File: src/rtl/tile_renderer_if.sv
// tile_renderer_if: pixel request, image ROM and pixel output bus of tile_renderer
interface tile_renderer_if;
  logic        pix_valid;
  logic [9:0]  h_cnt;
  logic [9:0]  v_cnt;
  logic [12:0] rom_addr;
  logic [11:0] rom_data;
  logic [11:0] pixel_rgb;
  logic        pixel_valid_out;
  logic        in_area;
  modport master (output pix_valid, h_cnt, v_cnt, rom_data, input rom_addr, pixel_rgb, pixel_valid_out, in_area);
  modport slave (input pix_valid, h_cnt, v_cnt, rom_data, output rom_addr, pixel_rgb, pixel_valid_out, in_area);
endinterface

File: src/rtl/tile_renderer.sv
// tile_renderer: 8x8 tile area to RGB pixel pipeline (3-cycle latency); TILE_GRID_EN adds a grey tile grid
module tile_renderer #(
  parameter int X0 = 192,
  parameter int Y0 = 112,
  parameter int SCALE_LOG2 = 1,
  parameter int DARK_MIN = 19
) (
  input  logic        clk,
  input  logic        rst,
  input  logic [39:0] Row1,
  input  logic [39:0] Row2,
  input  logic [39:0] Row3,
  input  logic [39:0] Row4,
  input  logic [39:0] Row5,
  input  logic [39:0] Row6,
  input  logic [39:0] Row7,
  input  logic [39:0] Row8,
  input  logic        frame_start,
  tile_renderer_if.slave bus
);
  localparam int TB = 4 + SCALE_LOG2;
  localparam int SPAN = 8 << TB;
  logic [39:0] rows [8];
  logic [4:0]  shadow [8][8];
  logic [9:0]  dx, dy;
  logic [2:0]  col, row;
  logic [3:0]  px, py;
  logic [4:0]  tile_idx;
  logic        area, hit;
  logic        s1_valid, s1_area, s1_dark;
  logic        s2_valid, s2_area, s2_dark;
  logic [11:0] s2_data, rgb_next;
  assign rows = '{Row1, Row2, Row3, Row4, Row5, Row6, Row7, Row8};
  assign dx = bus.h_cnt - 10'(X0);
  assign dy = bus.v_cnt - 10'(Y0);
  assign col = 3'(dx >> TB);
  assign row = 3'(dy >> TB);
  assign px = 4'(dx >> SCALE_LOG2);
  assign py = 4'(dy >> SCALE_LOG2);
  assign area = bus.h_cnt >= 10'(X0) && {1'b0, bus.h_cnt} < 11'(X0 + SPAN)
             && bus.v_cnt >= 10'(Y0) && {1'b0, bus.v_cnt} < 11'(Y0 + SPAN);
  assign hit = bus.pix_valid && area;
  assign tile_idx = shadow[row][col];
  // Shadow copy of the tile rows, refreshed only at frame start so a frame never tears
  always_ff @(posedge clk) begin
    if (rst) begin
      for (int r = 0; r < 8; r++)
        for (int c = 0; c < 8; c++)
          shadow[r][c] <= 5'd31;
    end else if (frame_start) begin
      for (int r = 0; r < 8; r++)
        for (int c = 0; c < 8; c++)
          shadow[r][c] <= rows[r][39-5*c -: 5];
    end
  end
`ifdef TILE_GRID_EN
  logic s1_grid, s2_grid;
  assign rgb_next = (s2_area && s2_grid) ? 12'h444 : (s2_area && !s2_dark) ? s2_data : 12'h000;
  // Tile-border flags travel alongside the pixel so the grid can override ROM data and dark blanking
  always_ff @(posedge clk) begin
    if (rst) begin
      s1_grid <= 1'b0;
      s2_grid <= 1'b0;
    end else begin
      s1_grid <= (dx & 10'((1 << TB) - 1)) == 10'd0 || (dy & 10'((1 << TB) - 1)) == 10'd0;
      s2_grid <= s1_grid;
    end
  end
`else
  assign rgb_next = (s2_area && !s2_dark) ? s2_data : 12'h000;
`endif
  // Address/flag stage, ROM data capture stage and output stage; invalid slots carry zeros
  always_ff @(posedge clk) begin
    if (rst) begin
      bus.rom_addr <= '0;
      s1_valid <= 1'b0;
      s1_area <= 1'b0;
      s1_dark <= 1'b0;
      s2_valid <= 1'b0;
      s2_area <= 1'b0;
      s2_dark <= 1'b0;
      s2_data <= '0;
      bus.pixel_valid_out <= 1'b0;
      bus.in_area <= 1'b0;
      bus.pixel_rgb <= '0;
    end else begin
      bus.rom_addr <= hit ? {tile_idx, py, px} : 13'd0;
      s1_valid <= bus.pix_valid;
      s1_area <= hit;
      s1_dark <= tile_idx >= 5'(DARK_MIN);
      s2_valid <= s1_valid;
      s2_area <= s1_area;
      s2_dark <= s1_dark;
      s2_data <= bus.rom_data;
      bus.pixel_valid_out <= s2_valid;
      bus.in_area <= s2_area;
      bus.pixel_rgb <= rgb_next;
    end
  end
endmodule
File: src/flat_wrapper.sv
// flat-port wrapper written by rule: the top's interface ports become plain ports
module tile_renderer_flat 
#(
  parameter int X0 = 192,
  parameter int Y0 = 112,
  parameter int SCALE_LOG2 = 1,
  parameter int DARK_MIN = 19
)
  (clk, rst, Row1, Row2, Row3, Row4, Row5, Row6, Row7, Row8, frame_start, bus_pix_valid, bus_h_cnt, bus_v_cnt, bus_rom_data, bus_rom_addr, bus_pixel_rgb, bus_pixel_valid_out, bus_in_area);
  tile_renderer_if bus_i ();
  input  logic clk;
  input  logic rst;
  input  logic [39:0] Row1;
  input  logic [39:0] Row2;
  input  logic [39:0] Row3;
  input  logic [39:0] Row4;
  input  logic [39:0] Row5;
  input  logic [39:0] Row6;
  input  logic [39:0] Row7;
  input  logic [39:0] Row8;
  input  logic frame_start;
  input wire logic [$bits(bus_i.pix_valid)-1:0] bus_pix_valid;
  input wire logic [$bits(bus_i.h_cnt)-1:0] bus_h_cnt;
  input wire logic [$bits(bus_i.v_cnt)-1:0] bus_v_cnt;
  input wire logic [$bits(bus_i.rom_data)-1:0] bus_rom_data;
  output wire logic [$bits(bus_i.rom_addr)-1:0] bus_rom_addr;
  output wire logic [$bits(bus_i.pixel_rgb)-1:0] bus_pixel_rgb;
  output wire logic [$bits(bus_i.pixel_valid_out)-1:0] bus_pixel_valid_out;
  output wire logic [$bits(bus_i.in_area)-1:0] bus_in_area;
  assign bus_i.pix_valid = bus_pix_valid;
  assign bus_i.h_cnt = bus_h_cnt;
  assign bus_i.v_cnt = bus_v_cnt;
  assign bus_i.rom_data = bus_rom_data;
  assign bus_rom_addr = bus_i.rom_addr;
  assign bus_pixel_rgb = bus_i.pixel_rgb;
  assign bus_pixel_valid_out = bus_i.pixel_valid_out;
  assign bus_in_area = bus_i.in_area;
  tile_renderer #(.X0(X0), .Y0(Y0), .SCALE_LOG2(SCALE_LOG2), .DARK_MIN(DARK_MIN)) u_core (.clk(clk), .rst(rst), .Row1(Row1), .Row2(Row2), .Row3(Row3), .Row4(Row4), .Row5(Row5), .Row6(Row6), .Row7(Row7), .Row8(Row8), .frame_start(frame_start), .bus(bus_i));
endmodule
File: config.mk
export PLATFORM = sky130hd
export DESIGN_NAME = tile_renderer_flat
export DESIGN_NICKNAME = d
export VERILOG_FILES = /design/src/rtl/tile_renderer_if.sv /design/src/rtl/tile_renderer.sv /design/src/flat_wrapper.sv
export SDC_FILE = /design/constraint.sdc
export NUM_CORES = 1
export LEC_CHECK = 0
export BUFFER_PORTS_ARGS = -buffer_cell sky130_fd_sc_hd__buf_2
export CAP_MARGIN = 20
export CORE_UTILIZATION = 40
export CTS_CLUSTER_SIZE = 24
export DETAILED_ROUTE_END_ITERATION = 10
export HOLD_SLACK_MARGIN = 0.1
export SLEW_MARGIN = 20
export SYNTH_ARGS = -nofsm -noshare
export SYNTH_HDL_FRONTEND = slang
export SYNTH_SLANG_ARGS = --single-unit
File: constraint.sdc
create_clock -name clk -period 8.15 [get_ports clk]
set_clock_uncertainty 0.05 [all_clocks]
set_input_delay 1.63 -clock clk [delete_from_list [all_inputs] [get_ports clk]]
set_output_delay 1.63 -clock clk [all_outputs]
set_load 0.1 [all_outputs]
After elaboration in Yosys (flattened, before gate mapping)
Memories as Yosys holds them, arrays and structs flattened.
Index checks and enable logic that the tools add are counted.

storage, ports and cells
  bits in registers = 45
  RAM bits = 320
  bits of input ports = 356
  output and inout port bits = 27
  memories kept = 1

memory list
  name           words  bits a word  rd ports  clocked after Yosys merged registers in  write ports  RTL line             RTL
  u_core.shadow  8      40           1         0                                        8            tile_renderer.sv:24  logic [4:0] shadow [8][8];

cells by class
  $add $sub $neg = 2
  magnitude comparators = 6
  mux-type cells = 72
  bitwise operators = 67
  reduce and logical (&&, ||, !) cells = 8

operators with widths
  operator               count
  $mux W5                66
  $or A1 B1 Y1           64
  $lt A10 B9 Y1 const B  2
  $bmux W5 S3            1
  $ge A10 B7 Y1 const B  1
  $ge A10 B8 Y1 const B  1
  $sub A8 B7 Y8 const B  1
  $sub A8 B8 Y8 const B  1
  $ge A5 B5 Y1 const B   1
  $logic_and A1 B1 Y1    5
  $mux W1                5
  $ge A4 B4 Y1 const B   1
  $not A3 Y4             1
  $reduce_or A2 Y1       2
  $not A1 Y1             2
  $logic_not A1 Y1       1

Logic depth before layout (Yosys ltp)
Gate-level depths: netlist of run 1.

  depth after elaboration = 7
  gate-level depth with buffers = 11
  gate-level depth less buffers = 9

Worst setup path before layout of run 1
OpenSTA, ideal clock, no wires.

  path kind = input port to flip-flop
  start point = input rst
  end point = memory u_core.shadow[0][0] (netlist bit) (enable)
  arrival time = 6073 ps
  data required time = 7550 ps
  path slack = 1477 ps
  stages = 3
  buffers on the path = 2
  path through = clkbuf_1 -> clkbuf_1 -> or2_2

RTL lines
  what                RTL line             RTL
  start: declaration  flat_wrapper.sv:12   input logic rst;
  end: declaration    tile_renderer.sv:24

Worst setup path after layout of run 1
  start point = input bus_v_cnt[4]
  end point = register u_core.s1_dark

between the ends
  cells in the longest elaborated chain, start to end = 6

ends and longest elaborated chain
  what                                         RTL line             RTL
  start: declaration                           flat_wrapper.sv:24   input wire logic [$bits(bus_i.v_cnt)-1:0] bus_v_cnt;
  $sub A8 B7 Y8                                tile_renderer.sv:35  assign dy = bus.v_cnt - 10'(Y0);
  $mem_v2 Z8 W40                               -
  $bmux W5 S3                                  tile_renderer.sv:43  assign tile_idx = shadow[row][col];
  $mux W5 (implied by the code) (2 in series)  tile_renderer.sv:43
  $ge A5 B5 Y1                                 tile_renderer.sv:90  s1_dark <= tile_idx >= 5'(DARK_MIN);
  end signal: assignment                       tile_renderer.sv:90
  end: declaration                             tile_renderer.sv:30  logic s1_valid, s1_area, s1_dark;

No other way between the ends. The select of a mux whose other input is x is not followed.
A chain may end at the register's enable or synchronous reset.

==> impl_metrics.csv, run 1 <==
group,metric,value,unit
clocking,ctsResizeCount,0,
status,status,"complete, no violations",
setup_path,crit_path_cell_trace,"buf_2 > ha_4 > buf_4 > mux4_2 > a22oi_1 > nand4_1 > and3_1 > and2_0 > o311a_1",
global_routing,grt_max_degree,200,
run,maxCapViolations,0,
final_layout,drive_gt1_share,38.2,%
die,core,0.0386,sq mm
detailed_routing,drc,0,
sta,hold_viol_final,0,
setup_path,ff2ff_path_depth,7,
place,gp_congestion,0.767,
clocking,cts_tree,"built",
global_routing,track_usage,19.2,%
synth,syn-cell-area,0.0157,sq mm
worst_hold_path,hold_start,"u_core.s2_data[5]",
setup_path,r2r_setup_slack,5.84,ns
sta,rsz0062_at_grt,"no",
pwr,vdd_drop_max,165,uV
clocking,clkTransAtPathRegs,0.06,ns
detailed_routing,drt_iter0_markers,630,
clocking,clock_latency,0.56,ns
die,rows,72,
global_routing,first_global_vias,9483,
sta,period_needed,4.40,ns
setup_path,worst_setup_path_end_kind,"register",
setup_path,critPathTopFamily,"buffers and inverters",
pwr,p_leak,7.05,nW
sta,slew_violations,0,
global_routing,grt_pass1_wl,55.6,mm
setup_path,cp.required,8.54,ns
setup_path,rr_startpoint,"u_core.shadow[4][21]",
clocking,cts_buffer_depth,3,
final_layout,regArea,0.0105,sq mm
detailed_routing,final_antenna_net_count,0,
synth,yosys_register_bits,365,
final_layout,utilization,50.2,%
die,fp.dieH,200,um
die,pin_count,383,
sta,whs,0.372,ns
detailed_routing,routed_wl,38.6,mm
setup_path,crit_fanout,29,
setup_path,arrival,4.79,ns
global_routing,grt_overflow,0,
clocking,clock_sinks,365,
synth,syn_nets,1343,
detailed_routing,vias_per_cell,4.83,
worst_hold_path,whs_path_depth,1,
global_routing,antenna_found_initial,15,
final_layout,fin_nets,1715,
die,dieWidth,200,um
die,dieArea,0.0400,sq mm
synth,synthFlopType,"edfxtp_1",
synth,yosysWarnings,0,
die,start_util,40.6,%
final_layout,area_delta_synth_final,23.8,%
place,numPortBuffers,380,
setup_path,crit_buf_inv,2,
place,place_area,0.0180,sq mm
setup_path,reg2reg_to,"u_core.s1_dark",
clocking,numCtsBuffers,41,
setup_path,cp_slowest_stage_delay,0.70,ns
setup_path,crit_type,"input pin to register",
sta,fin_setup_tns,0,ns
sta,max_freq,227,MHz
sta,worst_pin_slew,1.01,ns
detailed_routing,via_count,9263,
worst_hold_path,hold_path_end,"u_core.bus.pixel_rgb[5]",
synth,synth_cell_types,40,
clocking,hold_buffers,0,
sta,finalCritPeriodShare,54.0,%
synth,synth.yosys.seq_area_share,67.0,%
final_layout,final_area,0.0194,sq mm
setup_path,critPathLaunchType,"input pin",
sta,setup_viol_count_final,0,
sta,relSlewSlack,32.4,%
synth,synth-edff-count,320,
clocking,postCtsSetupBuffers,0,
final_layout,multiInputGateArea,0.00487,sq mm
setup_path,slowest_stage,"mux4_2",
synth,ys_async_sr_fraction,0,%
clocking,root_buffer,"clkbuf_16",
clocking,cts_max_level,2,
worst_hold_path,min_path_type,"register to register",
final_layout,nFillCells,3377,
detailed_routing,wl_per_cell,20.1,um
pwr,power.density,232,mW/mm^2
detailed_routing,dr.pass1.iters,5,
place,dpl.hpwl,26.8,mm
synth,syn_area_per_cell,15.9,sq um
synth,syn_inst,985,
[final cells by class]
class                      instances  area share (%)
antenna                           11           0.142
multi-input combinational        557            25.1
inverter                           1          0.0193
timing repair buffer             391            10.5
tap                              518            3.34
sequential                       365            54.2
clock buffer                      52            5.79
clock inverter                    23           0.993
[cells in the mapped netlist (all sizes together) (2+ instances only)]
cell	count	area share (%)
nor2b	22	0.88
xor2	3	0.22
edfxtp	320	61
nor3	3	0.096
nor2	3	0.072
a22oi	12	0.57
nand2b	320	13
xnor2	2	0.16
nor3b	2	0.096
a221oi	3	0.21
ha	2	0.16
a21oi	5	0.16
buf	21	1.2
nand4	4	0.16
nand2	30	0.72
and2	28	1.1
and3	5	0.20
mux2i	11	0.70
mux4	80	12
clkbuf	41	0.98
a31oi	2	0.080
a22o	2	0.11
nand3	13	0.41
dfxtp	45	5.7
[worst max-delay path by stage]
| stage | cells after the start | to | slack [ns] | start |
|---|---|---|---|---|
| 2_1_floorplan | 3 | u_core.shadow[0][0] | 1.48 | rst |
| 3_3_place_gp | 9 | u_core.s1_dark | 3.10 | bus_v_cnt[4] |
| 3_5_place_dp | 9 | u_core.s1_dark | 3.09 | bus_v_cnt[4] |
| 4_1_cts | 9 | u_core.s1_dark | 3.69 | bus_v_cnt[4] |
| 5_1_grt | 9 | u_core.s1_dark | 3.54 | bus_v_cnt[4] |
| 6_report | 9 | u_core.s1_dark | 3.75 | bus_v_cnt[4] |
[stage by stage]
| step | cells | setup WS, ns | power, W |
|---|---|---|---|
| floorplan | 985 | 1.48 | 0.00256 |
| global placement | 1831 | 3.10 | 0.00274 |
| detailed placement | 1831 | 3.09 | 0.00275 |
| CTS | 1906 | 3.69 | 0.00457 |
| global route | 1913 | 3.54 | 0.00468 |
| finish | 1918 | 3.75 | 0.00450 |
[where the power goes]
| part | switching [W] | internal, W | total [W] |
|---|---|---|---|
| sequential | 0.0000332 | 0.00218 | 0.00221 |
| combinational | 0.000240 | 0.000241 | 0.000481 |
| clock | 0.000736 | 0.00107 | 0.00181 |
[layout by cell type (no fill, tap or decap), types with 5 or more instances in the layout]
cell type,instances
nand2b_1,320
dfxtp_1,45
buf_4,8
buf_2,380
clkinv_2,6
a22oi_1,12
nand3_1,13
mux4_2,76
a21oi_1,5
nand2_1,30
edfxtp_1,320
clkinv_1,10
clkbuf_1,7
mux2i_1,11
clkbuf_16,43
and3_1,5
nor2b_1,21
and2_1,27
diode_2,11
[cell families after synthesis]
family          Yosys count  synth area share (%)
buf+inv                  63                  2.20
mux                      91                  12.3
fa+ha+maj                 2                 0.160
compound gates           26                  1.26
flops                   365                  67.0
xor+xnor                  5                 0.375
simple gates            433                  16.7
[state kept, by name, indices dropped and copies added, names as in the netlist]
signal,count
u_core.s1_area,1
u_core.bus.rom_addr,13
u_core.s2_valid,1
u_core.s2_dark,1
u_core.s1_dark,1
u_core.bus.in_area,1
u_core.shadow,320
u_core.s2_area,1
u_core.bus.pixel_rgb,12
u_core.s1_valid,1
u_core.s2_data,12
u_core.bus.pixel_valid_out,1
[metal layers]
metal / wire [um] / track usage [%] / share of wire [%] / vias up
li1: - / - / - / 4366
met1: 15900 / 24.4 / 41 / 4492
met2: 18700 / 31.8 / 48 / 322
met3: 2890 / 4.67 / 7.5 / 69
met4: 998 / 7.35 / 2.6 / 14
met5: 90 / 0 / 0.23 / -
[worst reg2reg max path, delay by kind of cell (launching register included)]
kind,cells,cell delay [ns]
compound gates,3,0.56
flops,1,0.37
mux,2,0.85
simple gates,2,0.37
(Power assumes the default switching activity.)
==> run 2, diff against run 1 <==
- PLACE_DENSITY: default -> 0.65
- clock period: 8.15 -> 3.56 ns (I/O delays scaled with it)
==> run 2 against run 1 <==
Compared with the run above:
- setup slack lost 3.1 ns
- clock power grew 150%
- flip-flop and latch count is the same
- design area grew 2.1%
- global-route usage grew 0.45 points
- power grew 140%
- sequential power grew 130%
- combinational power grew 150%
- sequential share of layout area shrank 1.1 points
- wire length grew 1.8%
==> impl_metrics.csv, run 2 (synthesis results as in run 1) <==
group,metric,value,unit
status,status,"complete, no violations",
sta,worst_slack,0.662,ns
die,dieArea,0.0400,sq mm
global_routing,grt_busiest_layer,"met2",
final_layout,final_cell_mix,"380 x buf_2, 320 x nand2b_1, 320 x edfxtp_1, 76 x mux4_2",
clocking,cts_max_level,2,
clocking,cts_tree,"built",
global_routing,antenna_found_initial,12,
setup_path,crit_path_cell_trace,"buf_2 > nand3_1 > xor2_1 > buf_4 > nor2_1 > a22oi_1 > nand4_1 > and3_1 > and2_0 > o311a_1",
worst_hold_path,min_path_type,"input pin to register",
setup_path,arrival,3.34,ns
pwr,pwr-share-clk,41.9,%
global_routing,use_met3,5.14,%
pwr,p_leak,7.27,nW
global_routing,grt_pass1_wl,56.4,mm
setup_path,crit_type,"input pin to register",
detailed_routing,wl_per_cell,20.3,um
final_layout,largest_reg_flops,320,
clocking,numCtsBuffers,40,
die,pin_count,383,
global_routing,grt_max_degree,139,
setup_path,cp.required,4.00,ns
setup_path,worst_setup_path_end_kind,"register",
global_routing,grt_overflow,0,
sta,worst_pin_slew,1.13,ns
detailed_routing,via_count,9427,
setup_path,crit_fanout,11,
setup_path,cp_slowest_stage_delay,0.86,ns
pwr,internal_power,0.00839,W
pwr,vdd_drop_max,328,uV
sta,rsz0062_at_grt,"no",
global_routing,met1_usage,25.2,%
clocking,cts_buffer_depth,3,
die,fp.dieH,200,um
place,dpl.hpwl,28.4,mm
clocking,hold_buffers,0,
sta,period_needed,2.90,ns
sta,max_freq,345,MHz
clocking,clock_sinks,365,
die,core,0.0386,sq mm
pwr,power.switching,0.00237,W
sta,whs,0.313,ns
detailed_routing,dr.pass1.iters,5,
sta,relSlewSlack,24.7,%
pwr,power,0.0108,W
sta,hold_viol_final,0,
pwr,p_sw_share,22.0,%
detailed_routing,final_antenna_net_count,0,
pwr,power.density,543,mW/mm^2
clocking,ctsResizeCount,0,
clocking,postCtsSetupBuffers,0,
sta,slew_violations,0,
place,numPortBuffers,380,
detailed_routing,drc,0,
die,dieWidth,200,um
run,maxCapViolations,0,
setup_path,critPathLaunchType,"input pin",
final_layout,fin_nets,1740,
final_layout,area_delta_synth_final,26.3,%
sta,finalCritPeriodShare,81.4,%
clocking,root_buffer,"clkbuf_16",
clocking,clkTransAtPathRegs,0.06,ns
pwr,p_comb_share,10.9,%
global_routing,track_usage,19.7,%
place,gp_congestion,0.782,
final_layout,largest_register,"u_core.shadow",
final_layout,reg.largest.list,"u_core.shadow x320, u_core.bus.rom_addr x13",
place,dpl_worst_slack,0.126,ns
die,start_util,40.6,%
pwr,pwr-share-seq,47.2,%
detailed_routing,vias_per_cell,4.87,
global_routing,met2_usage,32.7,%
final_layout,mostFrequentLayoutCell,"buf_2",
die,rows,72,
final_layout,drive_gt1_share,39.8,%
detailed_routing,drt_iter0_markers,605,
setup_path,slowest_stage,"nor2_1",
sta,setup_viol_count_final,0,
clocking,clock_latency,0.56,ns
detailed_routing,routed_wl,39.3,mm
global_routing,first_global_vias,9499,
-- run 2: cell count changes in the layout (fill, tap and decap cells not counted), moves of 2 or more --
cell / before / now
buf_12: 2 / 11
buf_4: 8 / 26
bufinv_16: 3 / 6
clkbuf_16: 43 / 45
clkbuf_8: 1 / 3
clkinv_1: 10 / 2
clkinv_4: 3 / 0
diode_2: 11 / 5
-- run 2: metrics by stage --
stage                     std cells  TNS, ns  util [%]  cell area, sq um
after floorplan                 985   -75.51         -             15700
after global placement         1858        0      47.5             18300
after detailed placement       1858        0      47.5             18300
after CTS                      1932        0      51.2             19800
after global routing           1935        0      51.2             19800
final                          1937        0      51.2             19800
-- run 2: final cells by class --
type,count,area [sq um]
fill,3311,18800
sequential,365,10500
multi-input combinational,557,4870
timing repair buffer,417,2320
clock buffer,56,1200
tap,518,648
clock inverter,18,249
antenna,5,12.5
inverter,1,3.75
-- run 2: power by group through the flow --
stage / Combinational, W / Clock [W] / Sequential [W]
after detailed placement: 0.00120 / 0 / 0.00517
after floorplan: 0.000701 / 0 / 0.00515
after global routing: 0.00127 / 0.00476 / 0.00510
final: 0.00118 / 0.00451 / 0.00508
after CTS: 0.00120 / 0.00461 / 0.00508
after global placement: 0.00119 / 0 / 0.00515
-- run 2: path summary, 6_finish.rpt --
| kind | from | end | slack, ns | depth (start not counted) |
|---|---|---|---|---|
| max | bus_v_cnt[6] | u_core.s1_dark | 0.66 | 10 |
| min | bus_v_cnt[3] | u_core.bus.rom_addr[6] | 0.31 | 2 |
| min reg2reg | u_core.s2_data[1] | u_core.bus.pixel_rgb[1] | 0.37 | 1 |
| max reg2reg | u_core.shadow[7][10] | u_core.s1_dark | 1.32 | 6 |
-- run 2: critical path, delay by kind of cell --
family	cells	cell delay [ns]
AO/OA/AOI/OAI	2	0.36
AND/OR/NAND/NOR	5	1.69
buffers and inverters	2	0.36
XOR/XNOR	1	0.21
-- run 2: per-layer routing --
metal | up-vias | part of all wire, %
li1 | 4404 | -
met1 | 4583 | 41
met2 | 366 | 49
met3 | 64 | 7.7
met4 | 10 | 2.1
met5 | - | 0.19
